### config.mk
export PLATFORM = sky130hd
export DESIGN_NAME = collisions_n
export DESIGN_NICKNAME = d
export VERILOG_FILES = /design/src/rtl/collisions_n.sv
export SDC_FILE = /design/constraint.sdc
export NUM_CORES = 1
export LEC_CHECK = 0
export BUFFER_PORTS_ARGS = -buffer_cell sky130_fd_sc_hd__buf_4
export CAP_MARGIN = 20
export CORE_MARGIN = 2
export CORE_UTILIZATION = 35
export DETAILED_ROUTE_END_ITERATION = 10
export SLEW_MARGIN = 5
export SYNTH_ARGS = -nofsm -noshare
export SYNTH_HDL_FRONTEND = slang
export SYNTH_SLANG_ARGS = --single-unit
### constraint.sdc
create_clock -name clk -period 6.5 [get_ports clk]
set_input_delay 0.325 -clock clk [delete_from_list [all_inputs] [get_ports clk]]
set_output_delay 0.325 -clock clk [all_outputs]
set_load 0.005 [all_outputs]
### src/rtl/collisions_n.sv
// collisions_n: judges one game step for N_SNAKES snakes. A start pulse
// snapshots the next-state geometry. The block then reads the tile under each
// snake's head, one snake per cycle, and resolves per-snake eaten/died flags
// and a global won/draw result.
// Optional feature: define COLLISIONS_SWAP_EN to count head swaps as bumps.
module collisions_n #(
  parameter int N_SNAKES = 4,
  parameter int X_W      = 5,
  parameter int Y_W      = 5,
  parameter int LEN_W    = 6,
  parameter int MAX_LEN  = 40,
  parameter int ID_W     = 3
) (
  input  logic                      clk,
  input  logic                      rst,
  input  logic                      start,
  input  logic [N_SNAKES-1:0]       alive,
  input  logic [N_SNAKES-1:0]       moving,
  input  logic [N_SNAKES*X_W-1:0]   head_x,
  input  logic [N_SNAKES*Y_W-1:0]   head_y,
  input  logic [N_SNAKES*X_W-1:0]   tail_x,
  input  logic [N_SNAKES*Y_W-1:0]   tail_y,
  input  logic [N_SNAKES*X_W-1:0]   old_tail_x,
  input  logic [N_SNAKES*Y_W-1:0]   old_tail_y,
  input  logic [N_SNAKES*X_W-1:0]   old_head_x,
  input  logic [N_SNAKES*Y_W-1:0]   old_head_y,
  input  logic [N_SNAKES*LEN_W-1:0] length,
  output logic [X_W-1:0]            tile_rd_x,
  output logic [Y_W-1:0]            tile_rd_y,
  input  logic [1:0]                tile_kind,
  input  logic [ID_W-1:0]           tile_owner,
  output logic                      busy,
  output logic                      done,
  output logic [N_SNAKES-1:0]       eaten,
  output logic [N_SNAKES-1:0]       died,
  output logic                      won,
  output logic [ID_W-1:0]           winner,
  output logic                      draw
);

  // Snapshot arrays span every index an ID_W-wide owner can name, so slots
  // beyond N_SNAKES simply read as dead snakes.
  localparam int N_SLOTS = 1 << ID_W;
  localparam logic [1:0] K_WALL  = 2'd1;
  localparam logic [1:0] K_POINT = 2'd2;
  localparam logic [1:0] K_SNAKE = 2'd3;

  typedef enum logic [1:0] {S_IDLE, S_SCAN, S_DRAIN, S_RESOLVE} state_t;
  state_t r_state, w_state_next;

  logic [ID_W-1:0]     r_idx, r_rd_idx;
  logic                r_rd_vld, r_skip;
  logic [N_SLOTS-1:0]  r_alive;
  logic [X_W-1:0]      r_hx  [N_SLOTS];
  logic [Y_W-1:0]      r_hy  [N_SLOTS];
  logic [X_W-1:0]      r_tx  [N_SLOTS];
  logic [Y_W-1:0]      r_ty  [N_SLOTS];
  logic [X_W-1:0]      r_otx [N_SLOTS];
  logic [Y_W-1:0]      r_oty [N_SLOTS];
  logic [LEN_W-1:0]    r_len [N_SLOTS];
`ifdef COLLISIONS_SWAP_EN
  logic [X_W-1:0]      r_ohx [N_SLOTS];
  logic [Y_W-1:0]      r_ohy [N_SLOTS];
`else
  logic                w_unused_old;
  assign w_unused_old = ^{old_head_x, old_head_y};
`endif

  logic [N_SNAKES-1:0] r_tile_died, r_eat_acc, w_geo_died;
  logic                w_accept, w_skip_in, w_tile_die, w_point;
  logic [N_SNAKES-1:0] w_died, w_eaten, w_surv;
  logic                w_won, w_draw;
  logic [ID_W-1:0]     w_winner, w_max_idx, w_surv_idx;
  logic [ID_W:0]       w_n_surv, w_n_max, w_n_alive;

  assign w_skip_in = |(alive & ~moving);
  assign w_accept  = (r_state == S_IDLE) && start;
  assign busy      = (r_state != S_IDLE);

  // State register.
  always_ff @(posedge clk or posedge rst) begin
    if (rst) r_state <= S_IDLE;
    else     r_state <= w_state_next;
  end

  // Next-state logic: a stationary live snake short-circuits the scan.
  always_comb begin
    w_state_next = r_state;
    case (r_state)
      S_IDLE:    if (start) w_state_next = w_skip_in ? S_RESOLVE : S_SCAN;
      S_SCAN:    if (r_idx == ID_W'(N_SNAKES - 1)) w_state_next = S_DRAIN;
      S_DRAIN:   w_state_next = S_RESOLVE;
      S_RESOLVE: w_state_next = S_IDLE;
      default:   w_state_next = S_IDLE;
    endcase
  end

  // Capture the geometry of the step being judged; inputs may move on after.
  always_ff @(posedge clk or posedge rst) begin
    if (rst) begin
      r_alive <= '0;
      r_skip  <= 1'b0;
      for (int k = 0; k < N_SLOTS; k++) begin
        r_hx[k]  <= '0;
        r_hy[k]  <= '0;
        r_tx[k]  <= '0;
        r_ty[k]  <= '0;
        r_otx[k] <= '0;
        r_oty[k] <= '0;
        r_len[k] <= '0;
`ifdef COLLISIONS_SWAP_EN
        r_ohx[k] <= '0;
        r_ohy[k] <= '0;
`endif
      end
    end else if (w_accept) begin
      r_alive <= N_SLOTS'(alive);
      r_skip  <= w_skip_in;
      for (int k = 0; k < N_SNAKES; k++) begin
        r_hx[k]  <= head_x[k*X_W +: X_W];
        r_hy[k]  <= head_y[k*Y_W +: Y_W];
        r_tx[k]  <= tail_x[k*X_W +: X_W];
        r_ty[k]  <= tail_y[k*Y_W +: Y_W];
        r_otx[k] <= old_tail_x[k*X_W +: X_W];
        r_oty[k] <= old_tail_y[k*Y_W +: Y_W];
        r_len[k] <= length[k*LEN_W +: LEN_W];
`ifdef COLLISIONS_SWAP_EN
        r_ohx[k] <= old_head_x[k*X_W +: X_W];
        r_ohy[k] <= old_head_y[k*Y_W +: Y_W];
`endif
      end
    end
  end

  // Scan index plus a one-cycle delayed copy that tags the returning tile data.
  always_ff @(posedge clk or posedge rst) begin
    if (rst) begin
      r_idx    <= '0;
      r_rd_idx <= '0;
      r_rd_vld <= 1'b0;
    end else begin
      r_rd_vld <= (r_state == S_SCAN);
      r_rd_idx <= r_idx;
      if (w_accept)                r_idx <= '0;
      else if (r_state == S_SCAN)  r_idx <= r_idx + ID_W'(1);
    end
  end

  // Map read address: the head of the snake being scanned, zero otherwise.
  always_comb begin
    tile_rd_x = '0;
    tile_rd_y = '0;
    if (r_state == S_SCAN) begin
      tile_rd_x = r_hx[r_idx];
      tile_rd_y = r_hy[r_idx];
    end
  end

  // Tile-dependent verdict; a body tile is harmless if its tail just vacated it.
  always_comb begin
    w_point    = (tile_kind == K_POINT);
    w_tile_die = (tile_kind == K_WALL);
    if (tile_kind == K_SNAKE && r_alive[tile_owner] &&
        !(r_hx[r_rd_idx] == r_otx[tile_owner] && r_hy[r_rd_idx] == r_oty[tile_owner]))
      w_tile_die = 1'b1;
  end

  // Collect per-snake tile verdicts as read data returns.
  always_ff @(posedge clk or posedge rst) begin
    if (rst) begin
      r_tile_died <= '0;
      r_eat_acc   <= '0;
    end else if (w_accept) begin
      r_tile_died <= '0;
      r_eat_acc   <= '0;
    end else if (r_rd_vld) begin
      for (int k = 0; k < N_SNAKES; k++) begin
        if (r_rd_idx == ID_W'(k)) begin
          r_tile_died[k] <= w_tile_die;
          r_eat_acc[k]   <= w_point;
        end
      end
    end
  end

  // Geometry-only deaths: new tails, head-on bumps and optional head swaps.
  generate
    for (genvar gi = 0; gi < N_SNAKES; gi++) begin : g_geo
      logic w_hit;
      always_comb begin
        w_hit = 1'b0;
        for (int j = 0; j < N_SNAKES; j++) begin
          if (r_alive[j]) begin
            if (r_hx[gi] == r_tx[j] && r_hy[gi] == r_ty[j]) w_hit = 1'b1;
            if (j != gi && r_hx[gi] == r_hx[j] && r_hy[gi] == r_hy[j]) w_hit = 1'b1;
`ifdef COLLISIONS_SWAP_EN
            if (j != gi && r_hx[gi] == r_ohx[j] && r_hy[gi] == r_ohy[j] &&
                r_hx[j] == r_ohx[gi] && r_hy[j] == r_ohy[gi]) w_hit = 1'b1;
`endif
          end
        end
      end
      assign w_geo_died[gi] = w_hit;
    end
  endgenerate

  // Resolution: deaths, survivors, and the win/draw decision.
  always_comb begin
    w_died     = '0;
    w_eaten    = '0;
    w_won      = 1'b0;
    w_draw     = 1'b0;
    w_winner   = '0;
    w_max_idx  = '0;
    w_surv_idx = '0;
    w_n_surv   = '0;
    w_n_max    = '0;
    w_n_alive  = '0;
    if (!r_skip) begin
      w_died  = r_alive[N_SNAKES-1:0] & (r_tile_died | w_geo_died);
      w_eaten = r_alive[N_SNAKES-1:0] & r_eat_acc;
    end
    w_surv = r_alive[N_SNAKES-1:0] & ~w_died;
    for (int k = 0; k < N_SNAKES; k++) begin
      if (r_alive[k]) w_n_alive = w_n_alive + (ID_W+1)'(1);
      if (w_surv[k]) begin
        w_n_surv   = w_n_surv + (ID_W+1)'(1);
        w_surv_idx = ID_W'(k);
        if (r_len[k] == LEN_W'(MAX_LEN)) begin
          w_n_max   = w_n_max + (ID_W+1)'(1);
          w_max_idx = ID_W'(k);
        end
      end
    end
    if (!r_skip) begin
      if ((|w_died) && w_n_surv == '0) begin
        w_draw = 1'b1;
      end else if (w_n_max == (ID_W+1)'(1)) begin
        w_won    = 1'b1;
        w_winner = w_max_idx;
      end else if (w_n_max > (ID_W+1)'(1)) begin
        w_draw = 1'b1;
      end else if (w_n_alive >= (ID_W+1)'(2) && w_n_surv == (ID_W+1)'(1)) begin
        w_won    = 1'b1;
        w_winner = w_surv_idx;
      end
    end
  end

  // Result registers, loaded at the end of RESOLVE together with the done pulse.
  always_ff @(posedge clk or posedge rst) begin
    if (rst) begin
      done   <= 1'b0;
      eaten  <= '0;
      died   <= '0;
      won    <= 1'b0;
      winner <= '0;
      draw   <= 1'b0;
    end else begin
      done <= (r_state == S_RESOLVE);
      if (r_state == S_RESOLVE) begin
        eaten  <= w_eaten;
        died   <= w_died;
        won    <= w_won;
        winner <= w_winner;
        draw   <= w_draw;
      end
    end
  end

endmodule

## Word level (Yosys, flattened, before mapping)

Index checks and enable logic that the tools add are counted.
Widths: inputs -> output; s select.

- Register bits after elaboration: 180
- Bits in writable memories: 0
- Bits of input ports: 200
- Bits in latches: 0
- Logic and storage cells: 328
- Output and inout port bits: 25
- Memories: 0
- Bits in read-only memories: 0

- Add/sub/neg operators: 10
- Reductions and logical operators: 52
- Multiply operators: 0
- Bitwise logic cells: 10
- Shift-type cells: 0
- Order comparisons: 6
- Divide/modulo/power cells: 0
- Equal/unequal tests: 76
- Mux-type cells: 126

Operators with widths:

| kind | number |
|---|---|
| $eq 5x5->1 | 58 |
| $bmux 5 s3 | 6 |
| $mux 4 | 18 |
| $mux 1 | 70 |
| $mux 5 | 14 |
| $mux 3 | 13 |
| $add 4x1->4 const B | 9 |
| $logic_and 1x1->1 | 34 |
| $eq 6x6->1 const B | 4 |
| $and 4x4->4 | 4 |
| $reduce_bool 2->1 | 7 |
| $ge 4x4->1 const B | 3 |
| $not 3->4 | 3 |
| $reduce_and 2->1 | 5 |
| $eq 3x2->1 const B | 3 |
| $eq 2x2->1 const B | 4 |
| $eq 4x1->1 const B | 2 |
| $not 4->4 | 2 |
| $pmux 2 s4 | 1 |
| $reduce_or 4->1 | 2 |
| $mux 2 | 3 |
| $eq 2x1->1 const B | 2 |
| $ge 4x2->1 const B | 1 |
| $gt 4x1->1 const B | 1 |
| 10 further kinds | 11 |

## Depth between registers and ports, before layout

Gate-level depths: netlist of the first run.

- Word-level depth: 33
- Gate-level depth with buffers: 21
- Depth with buffers taken out: 19

## Worst setup path after synthesis of the first run

OpenSTA, ideal clock, no wires.

- Kind: register to register
- Start: register r_tx[31] (netlist bit)
- End: register draw
- Path buffers: 2
- Cell stages (with the launch flop): 21
- Data arrival time: 3.623 ns
- Setup slack: 2.756 ns
- Data required time: 6.379 ns
- Period minus slack after synthesis: 3.744 ns
- Setup time: 0.121 ns
- Cell sequence: dfrtp_1 -> clkbuf_1 -> xor2_1 -> nor4_1 -> a31o_1 -> a2111oi_1 -> a21oi_1 -> nor2_1 -> ha_1 -> and3_1 -> or2_0 -> clkbuf_8 -> ha_1 -> inv_1 -> o21ai_0 -> ha_1 -> nor2_1 -> o311ai_0 -> o21ai_2 -> nand2_1 -> a22o_1

- Cells in the longest elaborated chain, start to end: 31
- Elaborated cells between the ends (all ways): 72

Ends and longest elaborated chain:

| element | line | RTL |
|---|---|---|
| from (decl) | 56 | `logic [X_W-1:0] r_tx [N_SLOTS];` |
| from (signal, indexed assignment) | 122 | `r_tx[k] <= tail_x[k*X_W +: X_W];` |
| $eq 5x5->1 | 194 | `if (r_hx[gi] == r_tx[j] && r_hy[gi] == r_ty[j]) w_hit = 1'b1;` |
| $logic_and 1x1->1 | 194 |  |
| $mux 1 | 194 |  |
| $mux 1 | 195 | `if (j != gi && r_hx[gi] == r_hx[j] && r_hy[gi] == r_hy[j]) w_hit = 1'b1;` |
| $mux 1 | 193 | `if (r_alive[j]) begin` |
| $mux 1 | 194 |  |
| $mux 1 | 195 |  |
| $mux 1 | 193 |  |
| [15 not listed] | - |  |
| $add 4x1->4 | 230 | `w_n_max = w_n_max + (ID_W+1)'(1);` |
| $mux 4 | 229 | `if (r_len[k] == LEN_W'(MAX_LEN)) begin` |
| $mux 4 | 226 | `if (w_surv[k]) begin` |
| $gt 4x1->1 | 241 | `end else if (w_n_max > (ID_W+1)'(1)) begin` |
| $mux 1 | 241 |  |
| $mux 1 | 238 | `end else if (w_n_max == (ID_W+1)'(1)) begin` |
| $mux 1 * | 236 | `if ((\|w_died) && w_n_surv == '0) begin` |
| $mux 1 * | 235 | `if (!r_skip) begin` |
| to (signal assigned) | 266 | `draw <= w_draw;` |
| to (decl) | 38 | `output logic draw` |

Mark *: on every way between the ends. The rest lies on a longest branch, timed or not.
A chain may end at the register's enable or synchronous reset.

## Worst setup path after layout of the first run

- Start: register r_hx[38] (netlist bit)
- End: register draw

- Cells in the longest elaborated chain, start to end: 33
- Elaborated cells between the ends (all ways): 92

Ends and longest elaborated chain:

| element | line | RTL |
|---|---|---|
| from (decl) | 54 | `logic [X_W-1:0] r_hx [N_SLOTS];` |
| from (signal, indexed assignment) | 120 | `r_hx[k] <= head_x[k*X_W +: X_W];` |
| $eq 5x5->1 | 194 |  |
| $logic_and 1x1->1 | 194 |  |
| $mux 1 | 194 |  |
| $mux 1 | 193 |  |
| $mux 1 | 194 |  |
| $mux 1 | 195 |  |
| $mux 1 | 193 |  |
| $mux 1 | 194 |  |
| [17 not listed] | - |  |
| $add 4x1->4 | 230 |  |
| $mux 4 | 229 |  |
| $mux 4 | 226 |  |
| $gt 4x1->1 | 241 |  |
| $mux 1 | 241 |  |
| $mux 1 | 238 |  |
| $mux 1 * | 236 |  |
| $mux 1 * | 235 |  |

Marked as above.

==> results of run 1 <==
## flip-flops by register name, summed over array words and instances (netlist names), 2 cells and up
name         count
r_alive          4
r_hy            20
r_state          2
r_tile_died      4
r_ty            20
eaten            4
r_hx            20
r_tx            20
r_otx           20
r_idx            3
winner           2
r_eat_acc        4
died             4
r_rd_idx         3
r_oty           20
r_len           24
## worst min-delay path: cells and delay by family
| family | cells | cell delay, ns |
|---|---|---|
| AND/OR/NAND/NOR | 2 | 0.08 |
| buffers and inverters | 1 | 0.07 |
## metrics by stage
step                      instances  hold slack (ns)
final                          1876          0.07416
after global routing           1876          0.06685
after CTS                      1874          0.05875
after detailed placement       1843           0.3960
after global placement         1843           0.3837
after floorplan                1343           0.3744
## cell type report
type	count	area, um^2	area share (%)
multi-input combinational	1006	6399	47.20
sequential	179	4479	33.04
timing repair buffer	194	1479	10.91
tap	442	553.0	4.079
clock buffer	22	454.2	3.350
clock inverter	9	97.59	0.7199
inverter	24	95.09	0.7014
## layout by cell type (no fill, tap or decap), types with 4 or more instances in the layout
cell type and count:
dfrtp_1 179, xnor2_1 170, nand2_1 472, nand3_1 14, ha_1 16, nor4_1 23
nand4_1 33, and3_1 16, clkbuf_1 4, nor4bb_1 6, mux4_2 28, a21oi_1 8
a211oi_1 4, nand3b_1 5, clkinvlp_4 4, nor2_1 27, inv_1 23, o22ai_1 10
xor2_1 64, buf_4 192, o2bb2ai_1 4, nor3_1 20, mux2i_1 5, o21ai_0 21
clkbuf_16 17
## what timing repair did
| item | CTS | global route |
|---|---|---|
| hold buffers | 0 | 1 |
| setup buffers | 0 | 0 |
| hold endpoints to repair | 0 | 28 |
## per-layer routing
metal | GRT usage (%) | part of all wire [%] | vias up
met5 | 0 | 0 | -
met4 | 6.471 | 2.0 | 0
met3 | 4.259 | 7.4 | 50
met2 | 33.93 | 46 | 360
met1 | 29.09 | 44 | 4633
li1 | - | - | 4520
## kinds of logic after synthesis
group,Yosys count
AOI/OAI and AO/OA,78
adders and majority gates,16
muxes,37
xor gates and xnor gates,235
other,1
and+or+nand+nor,639
DFF,179
buffers and inverters,158
## worst max path at each step
stage / startpoint / endpoint / slack, ns / cells past startpoint
2_1_floorplan: rst / died[0] / 1.32 / 1
3_3_place_gp: r_hy[38] / draw / 1.98 / 18
3_5_place_dp: r_hy[38] / draw / 1.89 / 18
4_1_cts: r_hx[38] / draw / 1.84 / 18
5_1_grt: r_hy[38] / draw / 1.45 / 18
6_report: r_hx[38] / draw / 1.74 / 18
## report_power, final
part	total, mW	switching, mW	internal, mW
Clock	1.00	0.457	0.542
Combinational	3.12	1.48	1.64
Sequential	2.79	1.21	1.59
Total	6.92	3.14	3.78
==> impl_metrics.ini, run 1 <==
[status]
status = completed

[synthesis]
synth_fp_nets = 1559
synth_edf_count = 0
synth-seq-area-share_pct = 38.26
synthSimpleGateAreaFrac_pct = 23.74
yosys_warnings = 80
synth_fa_ha_area_share_pct = 1.710
netlist_area_mm2 = 0.01171
synth_cell_types = 69
ys_seq_elements = 179
yosys_most_used_dff = dfrtp_1
synth.area.top_cells = dfrtp_1 38%, nand2_1 15%, xnor2_1 13%, mux4_2 5.4%, xor2_1 4.8%
syn_inst = 1343
syn_avg_cell_area_um2 = 8.716
synth_top_family_by_area = simple AND/OR/NAND/NOR gates
synthArstFlopShare_pct = 100.0
yosysMostFrequentCell = nand2_1
muxShareOfSynthArea_pct = 6.584
synth.top_cell.area_share_pct = 38.26
synth_compound_area_share_pct = 4.799
synth_area_leader_cell = dfrtp_1
synth_common_cells = 473 x nand2_1, 179 x dfrtp_1, 170 x xnor2_1
yosys.area_share.xor_xnor_pct = 17.71

[setup_path]
endpoint_kind = register
critPathSlowestCell = dfrtp_1
cp_num_buf_inv = 1
required_ns = 6.83
crit_fanout = 10
reg2reg_from = r_hx[38]
rr_endpoint = draw
slowest_delay_ns = 0.83
crit_arrival_ns = 5.08
cpMostUsedCell = ha_1
startpoint_type = register
r2r.worst_path.cells = 18
cp_top_family = compound AO/OA/AOI/OAI gates
reg2reg_setup_slack_ns = 1.74
critical_path_class = register to register
crit_chain = xor2_1, nor4_1, a31o_1, a2111oi_1, a21oi_1, nor2_1, ha_1, and3_1, or2_0, ha_1, inv_1, o21ai_0, ha_1, nor2_1, o311ai_0, o21ai_2, nand2_1, a22o_1

[routing]
vias = 9563
via_per_inst = 5.098
firstDrtPassIters = 5
drt_wl_total_mm = 36.92
drc = 0
ant_nets = 0
avgRoutedWirePerCell_um = 19.68
drtIter0Drc = 737

[global_route]
antenna_found_initial = 0
grt_pass1_wl_mm = 57.21
grt_max_degree = 118
grt_overflow_total = 0
grt_pass1_vias = 9637
grt.total_usage_pct = 21.24

[placement]
port_buffers = 183
dp_hpwl_mm = 25.91
place_ws_ns = 1.892
postPlaceCellArea_mm2 = 0.01297
place_congestion = 0.9267

[timing]
maxSlewViolCount = 0
finalCritPeriodShare_pct = 73.19
hold_viol_final = 0
finalSetupViolCount = 0
max_freq_mhz = 210.2
maxSlewHeadroom_pct = 40.40
tightest_slew_ns = 0.8940
rsz0062_at_grt = no
worst_slack_ns = 1.743
finalCriticalPeriod_ns = 4.757
fin_setup_tns_ns = 0
fin_skew_ns = 0.01331

[cells_and_area]
final_net_count = 1638
final_core_util_pct = 41.46
drive_gt1_share_pct = 18.55
fill_cells = 3348
areaGrowthSynthToFinish_pct = 15.81
antenna_cells = 0
fin_area_mm2 = 0.01356

[floorplan]
dieHeight_um = 186.9
die_area_mm2 = 0.03493
placementRows = 66
start_util_pct = 35.80
io_pins = 225
chipWidth_um = 186.9
core_area_mm2 = 0.03270

[pwr]
power_mw = 6.915
p_per_area_mw_per_mm2 = 510.1
ir_worst_vdd_mv = 0.2148
leakage_nw = 6.329

[clock_tree]
cts_resized = 0
cts_buffers = 17
htree_levels = 4
insertion_delay_ns = 0.43
clk_pin_slew_ns = 0.07
cts_root_buffer = clkbuf_16
cts_tree = built
cts_sinks = 179
ctsLongestPathBuffers = 2

[worst_hold_path]
hold_depth = 3
hold_end = r_otx[22]
holdCritStartpoint = old_tail_x[17]
hold_class = input pin to register

[flow_run]
cap_violations = 0
(Power assumes the default switching activity.)
==> run 2, diff against run 1 <==
--- a/config.mk
+++ b/config.mk
@@ -5,6 +5,7 @@
 export SDC_FILE = /design/constraint.sdc
 export NUM_CORES = 1
 export LEC_CHECK = 0
+export ABC_AREA = 1
 export BUFFER_PORTS_ARGS = -buffer_cell sky130_fd_sc_hd__buf_4
 export CAP_MARGIN = 20
 export CORE_MARGIN = 2
==> constraint.sdc (replaced) <==
create_clock -name clk -period 4.95 [get_ports clk]
set_input_delay 0.2475 -clock clk [delete_from_list [all_inputs] [get_ports clk]]
set_output_delay 0.2475 -clock clk [all_outputs]
set_load 0.005 [all_outputs]
==> impl_metrics.ini, run 2 <==
[status]
status = completed

[clock_tree]
htree_levels = 4
ctsLongestPathBuffers = 2
cts_sinks = 179
clk_pin_slew_ns = 0.08
insertion_delay_ns = 0.47
cts_setup_buffers = 0
cts_root_buffer = clkbuf_16
cts_resized = 0
hold_buffers = 105
cts_tree = built
cts_buffers = 17

[synthesis]
syn_avg_cell_area_um2 = 6.802
synth_edf_count = 0
yosys_warnings = 80
synth_common_cells = 654 x nand2_1, 179 x dfrtp_1, 178 x o21ai_0
syn_inst = 1724
synth.area.top_cells = dfrtp_1 38%, nand2_1 21%, o21ai_0 7.6%, xnor2_1 4.5%, inv_1 4.2%
yosys_most_used_dff = dfrtp_1
synth_cell_types = 41
netlist_area_mm2 = 0.01173
synth_fp_nets = 1940
synth.top_cell.area_share_pct = 38.20
synth_area_leader_cell = dfrtp_1
synth-seq-area-share_pct = 38.20
synthArstFlopShare_pct = 100.0
ys_seq_elements = 179
yosysMostFrequentCell = nand2_1

[setup_path]
cp_top_family = simple AND/OR/NAND/NOR gates
reg2reg_from = r_hy[37]
cp_num_buf_inv = 4
crit_arrival_ns = 4.65
cpMostUsedCell = nand2_1
slowest_delay_ns = 0.66
crit_fanout = 9
endpoint_kind = register
reg2reg_setup_slack_ns = 0.69
startpoint = r_hy[37]
required_ns = 5.34
critPathSlowestCell = dfrtp_1
critical_path_class = register to register
startpoint_type = register

[cells_and_area]
register_area_mm2 = 0.004479
multi_input_area_mm2 = 0.006188
largest_register_ffs = 24
drive_gt1_share_pct = 14.60
final_net_count = 2175
largest-register = r_len
final_cells = 2420
mostFrequentLayoutCell = nand2_1
areaGrowthSynthToFinish_pct = 28.72
fill_cells = 3433
final_cell_mix = 653 x nand2_1, 214 x buf_4, 179 x dfrtp_1
antenna_cells = 0

[timing]
maxSlewViolCount = 0
hold_viol_final = 0
maxSlewHeadroom_pct = 31.44
finalCriticalPeriod_ns = 4.258
rsz0062_at_grt = no
fin_skew_ns = 0.02032
finalCritPeriodShare_pct = 86.01
hold_ws_ns = 0.007531
max_freq_mhz = 234.9
finalSetupViolCount = 0
fin_setup_tns_ns = 0
tightest_slew_ns = 1.028
worst_slack_ns = 0.6924

[floorplan]
core_area_mm2 = 0.03328
placementRows = 67
dieHeight_um = 187.0
io_pins = 225
start_util_pct = 35.23
die_area_mm2 = 0.03498
chipWidth_um = 187.0

[placement]
dp_hpwl_mm = 34.02
place_ws_ns = 0.7775
port_buffers = 183
place_congestion = 1.017
dpl.cell_count = 2283

[worst_hold_path]
holdCritStartpoint = tail_y[13]
hold_class = input pin to register

[pwr]
p_int_mw = 4.712
power_frac_seq_pct = 31.6
p_per_area_mw_per_mm2 = 652.2
power_mw = 9.845
power_frac_comb_pct = 54.4
p_clk_share_pct = 14.0
netSwitchingFraction_pct = 52.14
ir_worst_vdd_mv = 0.2802
leakage_nw = 7.401
power.net_switching_mw = 5.133

[routing]
drtIter0Drc = 1303
drc = 0
ant_nets = 0
firstDrtPassIters = 6
vias = 12529
via_per_inst = 5.177
drt_wl_total_mm = 48.26
avgRoutedWirePerCell_um = 19.94

[global_route]
grt_overflow_total = 0
grt.total_usage_pct = 27.69
grt_pass1_wl_mm = 72.90
antenna_found_initial = 1
grt_pass1_vias = 11953
grt_max_degree = 180

[flow_run]
cap_violations = 0
-- run 2: cell types whose count changed after synthesis, moves of 16 or more --
cell	delta
mux4_2	-28
nand3_1	+37
inv_2	+16
nand2_1	+181
a21oi_1	+51
o22ai_1	+34
nor2_1	+85
o21ai_0	+157
xor2_1	-37
and3_1	-16
nor4_1	-21
xnor2_1	-110
inv_1	+108
-- run 2: worst min-delay path, cell delays in order --
cell     delay (ns)
buf_4          0.08
nand2_1        0.04
o21ai_0        0.07
-- run 2: area by class of cell --
cell class | instances | area share [%]
multi-input cells | 1288 | 41.00
flip-flops and latches | 179 | 29.68
repair buffers | 321 | 17.87
inverters | 152 | 3.846
well taps | 448 | 3.714
clock buffers | 19 | 3.001
clock inverters | 13 | 0.8952
-- run 2: worst paths after layout --
path	end	cells after the start
max	winner[0]	31
min	r_ty[28]	3
max reg2reg	winner[0]	31
min reg2reg	r_rd_idx[2]	0
max in group asynchronous	r_eat_acc[1]	3
min in group asynchronous	r_ty[27]	3
-- run 2: metrics by stage --
step | utilization [%] | instance area (um^2)
global placement | 40.43 | 13460
floorplan | - | 11730
finish | 45.36 | 15090
CTS | 45.36 | 15090
global route | 45.36 | 15090
detailed placement | 40.43 | 13460
-- run 2: layer usage --
metal	routed length, um	track usage [%]	up-vias	share of wire, %
met5	12	0	-	0.025
met4	1303	9.280	2	2.7
met3	3906	4.578	74	8.1
met2	20870	42.31	536	43
met1	22170	39.73	5957	46
li1	-	-	5960	-
-- run 2: kinds of logic (layout without fill, tap and decap cells) --
logic type | after synthesis | in the layout | share of synthesized area [%]
mux | 2 | 2 | 0.1707
simple gates | 874 | 874 | 30.03
buf+inv | 257 | 505 | 9.048
flops | 179 | 179 | 38.20
xor+xnor | 87 | 87 | 6.498
fa+ha+maj | 16 | 16 | 1.707
compound gates | 308 | 308 | 14.32
other cells | 1 | 1 | 0.03198
-- run 2: power groups by stage --
stage | Combinational [mW] | Clock [mW] | Sequential [mW]
final | 5.36 | 1.37 | 3.11
after CTS | 5.23 | 1.41 | 3.06
after global placement | 5.09 | 0 | 3.08
after floorplan | 3.81 | 0 | 2.46
after detailed placement | 5.15 | 0 | 3.08
after global routing | 5.88 | 1.46 | 3.17
==> run 3, diff against run 2 <==
--- a/config.mk
+++ b/config.mk
@@ -8,6 +8,7 @@
 export ABC_AREA = 1
 export BUFFER_PORTS_ARGS = -buffer_cell sky130_fd_sc_hd__buf_4
 export CAP_MARGIN = 20
+export CORE_ASPECT_RATIO = 0.75
 export CORE_MARGIN = 2
 export CORE_UTILIZATION = 35
 export DETAILED_ROUTE_END_ITERATION = 10
==> impl_metrics.ini, run 3 (same netlist as run 2, synthesis figures left out) <==
[status]
status = finished, violations left
violations = negative hold slack

[routing]
avgRoutedWirePerCell_um = 21.08
ant_nets = 0
via_per_inst = 5.207
route.top_layer_used = met4
drc = 0
drt_wl_total_mm = 51.22
drtIter0Drc = 1278
vias = 12653
wl_met2_mm = 20.43
dr_wl_met3_mm = 5.201
wl_met1_mm = 24.22
firstDrtPassIters = 6

[clock_tree]
clk_pin_slew_ns = 0.09
cts_setup_buffers = 0
htree_levels = 4
ctsLongestPathBuffers = 2
insertion_delay_ns = 0.48
cts_sinks = 179
cts_buffers = 17
hold_buffers = 111
cts_root_buffer = clkbuf_16
cts_tree = built
cts_resized = 0

[timing]
max_freq_mhz = 227.5
maxSlewViolCount = 0
finalSetupViolCount = 0
hold_ws_ns = -0.03695
fin_skew_ns = 0.02252
finalCriticalPeriod_ns = 4.395
finalCritPeriodShare_pct = 88.80
hold_viol_final = 24
rsz0062_at_grt = no
worst_slack_ns = 0.5545
tightest_slew_ns = 1.181
maxSlewHeadroom_pct = 21.28
fin_setup_tns_ns = 0

[floorplan]
io_pins = 225
dieHeight_um = 162.5
placementRows = 58
chipWidth_um = 215.4
die_area_mm2 = 0.03500
start_util_pct = 35.28
core_area_mm2 = 0.03324

[setup_path]
cpMostUsedCell = nand2_1
crit_fanout = 10
crit_chain = o22ai_1, nor3_1, nand2_1, nand2_1, nand2_1, nand2_1, nor2_1, nor2_1, nor2_1, ha_1, nand3_2, nand2_2, inv_1, ha_1, or2_0, nand2_1, nand2_1, nor2_1, nor2_2, nand3_2, o21ai_1
critPathSlowestCell = dfrtp_1
endpoint_kind = register
cp_num_buf_inv = 1
required_ns = 5.31
slowest_delay_ns = 0.85
cp_top_family = simple AND/OR/NAND/NOR gates
critical_path_class = register to register
startpoint_type = register
crit_arrival_ns = 4.75

[global_route]
grt_max_degree = 180
grt_pass1_wl_mm = 76.28
grt_overflow_total = 0
grt.total_usage_pct = 29.52
grt_pass1_vias = 12100
antenna_found_initial = 1

[placement]
dp_hpwl_mm = 36.22
postPlaceCellArea_mm2 = 0.01347
dpl.cell_count = 2287
port_buffers = 183
place_ws_ns = 0.7270
place_congestion = 1.027

[cells_and_area]
largest-register = r_len
fin_area_mm2 = 0.01520
final_net_count = 2183
final_core_util_pct = 45.74
final_cell_mix = 653 x nand2_1, 216 x buf_4, 179 x dfrtp_1
fill_cells = 3425
final_cells = 2430
areaGrowthSynthToFinish_pct = 29.65
largest_register_ffs = 24
antenna_cells = 0
mostFrequentLayoutCell = nand2_1
drive_gt1_share_pct = 14.65

[pwr]
p_per_area_mw_per_mm2 = 664.8
leakage_nw = 7.444
ir_worst_vdd_mv = 0.2094

[flow_run]
cap_violations = 0

[worst_hold_path]
hold_class = input pin to asynchronous set/reset pin
run 3: cell count changes in the layout (fill, tap and decap cells not counted), moves of 2 or more:
cell	delta
buf_4	+2
clkinv_4	+2
dlygate4sd3_1	+6
inv_6	-5
inv_8	+2
run 3: worst min-delay path: cells and delay by family:
family | cells | cell delay (ns)
buffers and inverters | 3 | 0.75
run 3: worst paths after layout:
path,startpoint,endpoint,slack [ns],cells after the start
setup / recovery,r_hy[34],winner[1],0.55,21
hold / removal,rst,r_hy[28],-0.04,3
setup reg to reg,r_hy[34],winner[1],0.55,21
hold reg to reg,r_idx[2],r_rd_idx[2],0.43,0
max in group asynchronous,rst,r_tx[26],3.99,3
min in group clk,head_x[8],r_hx[33],0.01,3
run 3: per-layer routing:
metal / vias to the layer above / GRT usage (%)
met1: 6029 / 43.88
met2: 575 / 40.25
met3: 80 / 8.870
met5: - / 0
met4: 0 / 9.718
li1: 5969 / -
run 3: cell type report:
cell class | instances | area (um^2) | area share, %
repair buffers | 329 | 2773 | 18.24
inverters | 152 | 580.6 | 3.819
flip-flops and latches | 179 | 4479 | 29.46
multi-input cells | 1288 | 6188 | 40.70
clock buffers | 18 | 439.2 | 2.889
well taps | 450 | 563.0 | 3.703
clock inverters | 14 | 180.2 | 1.185
run 3: where the power goes:
| group | internal (mW) | leakage, nW | total [mW] | switching, mW |
|---|---|---|---|---|
| Clock | 0.740 | 0.299 | 1.45 | 0.707 |
| Sequential | 2.12 | 2.24 | 3.17 | 1.05 |
| Combinational | 1.91 | 4.90 | 5.49 | 3.58 |
| Total | 4.76 | 7.44 | 10.1 | 5.34 |
run 3: stage by stage:
stage	total power, mW	hold WS (ns)
floorplan	6.268	0.3571
global placement	8.307	0.3983
detailed placement	8.339	0.4011
CTS	9.889	0.0004659
global route	10.76	0.008533
finish	10.11	-0.03695
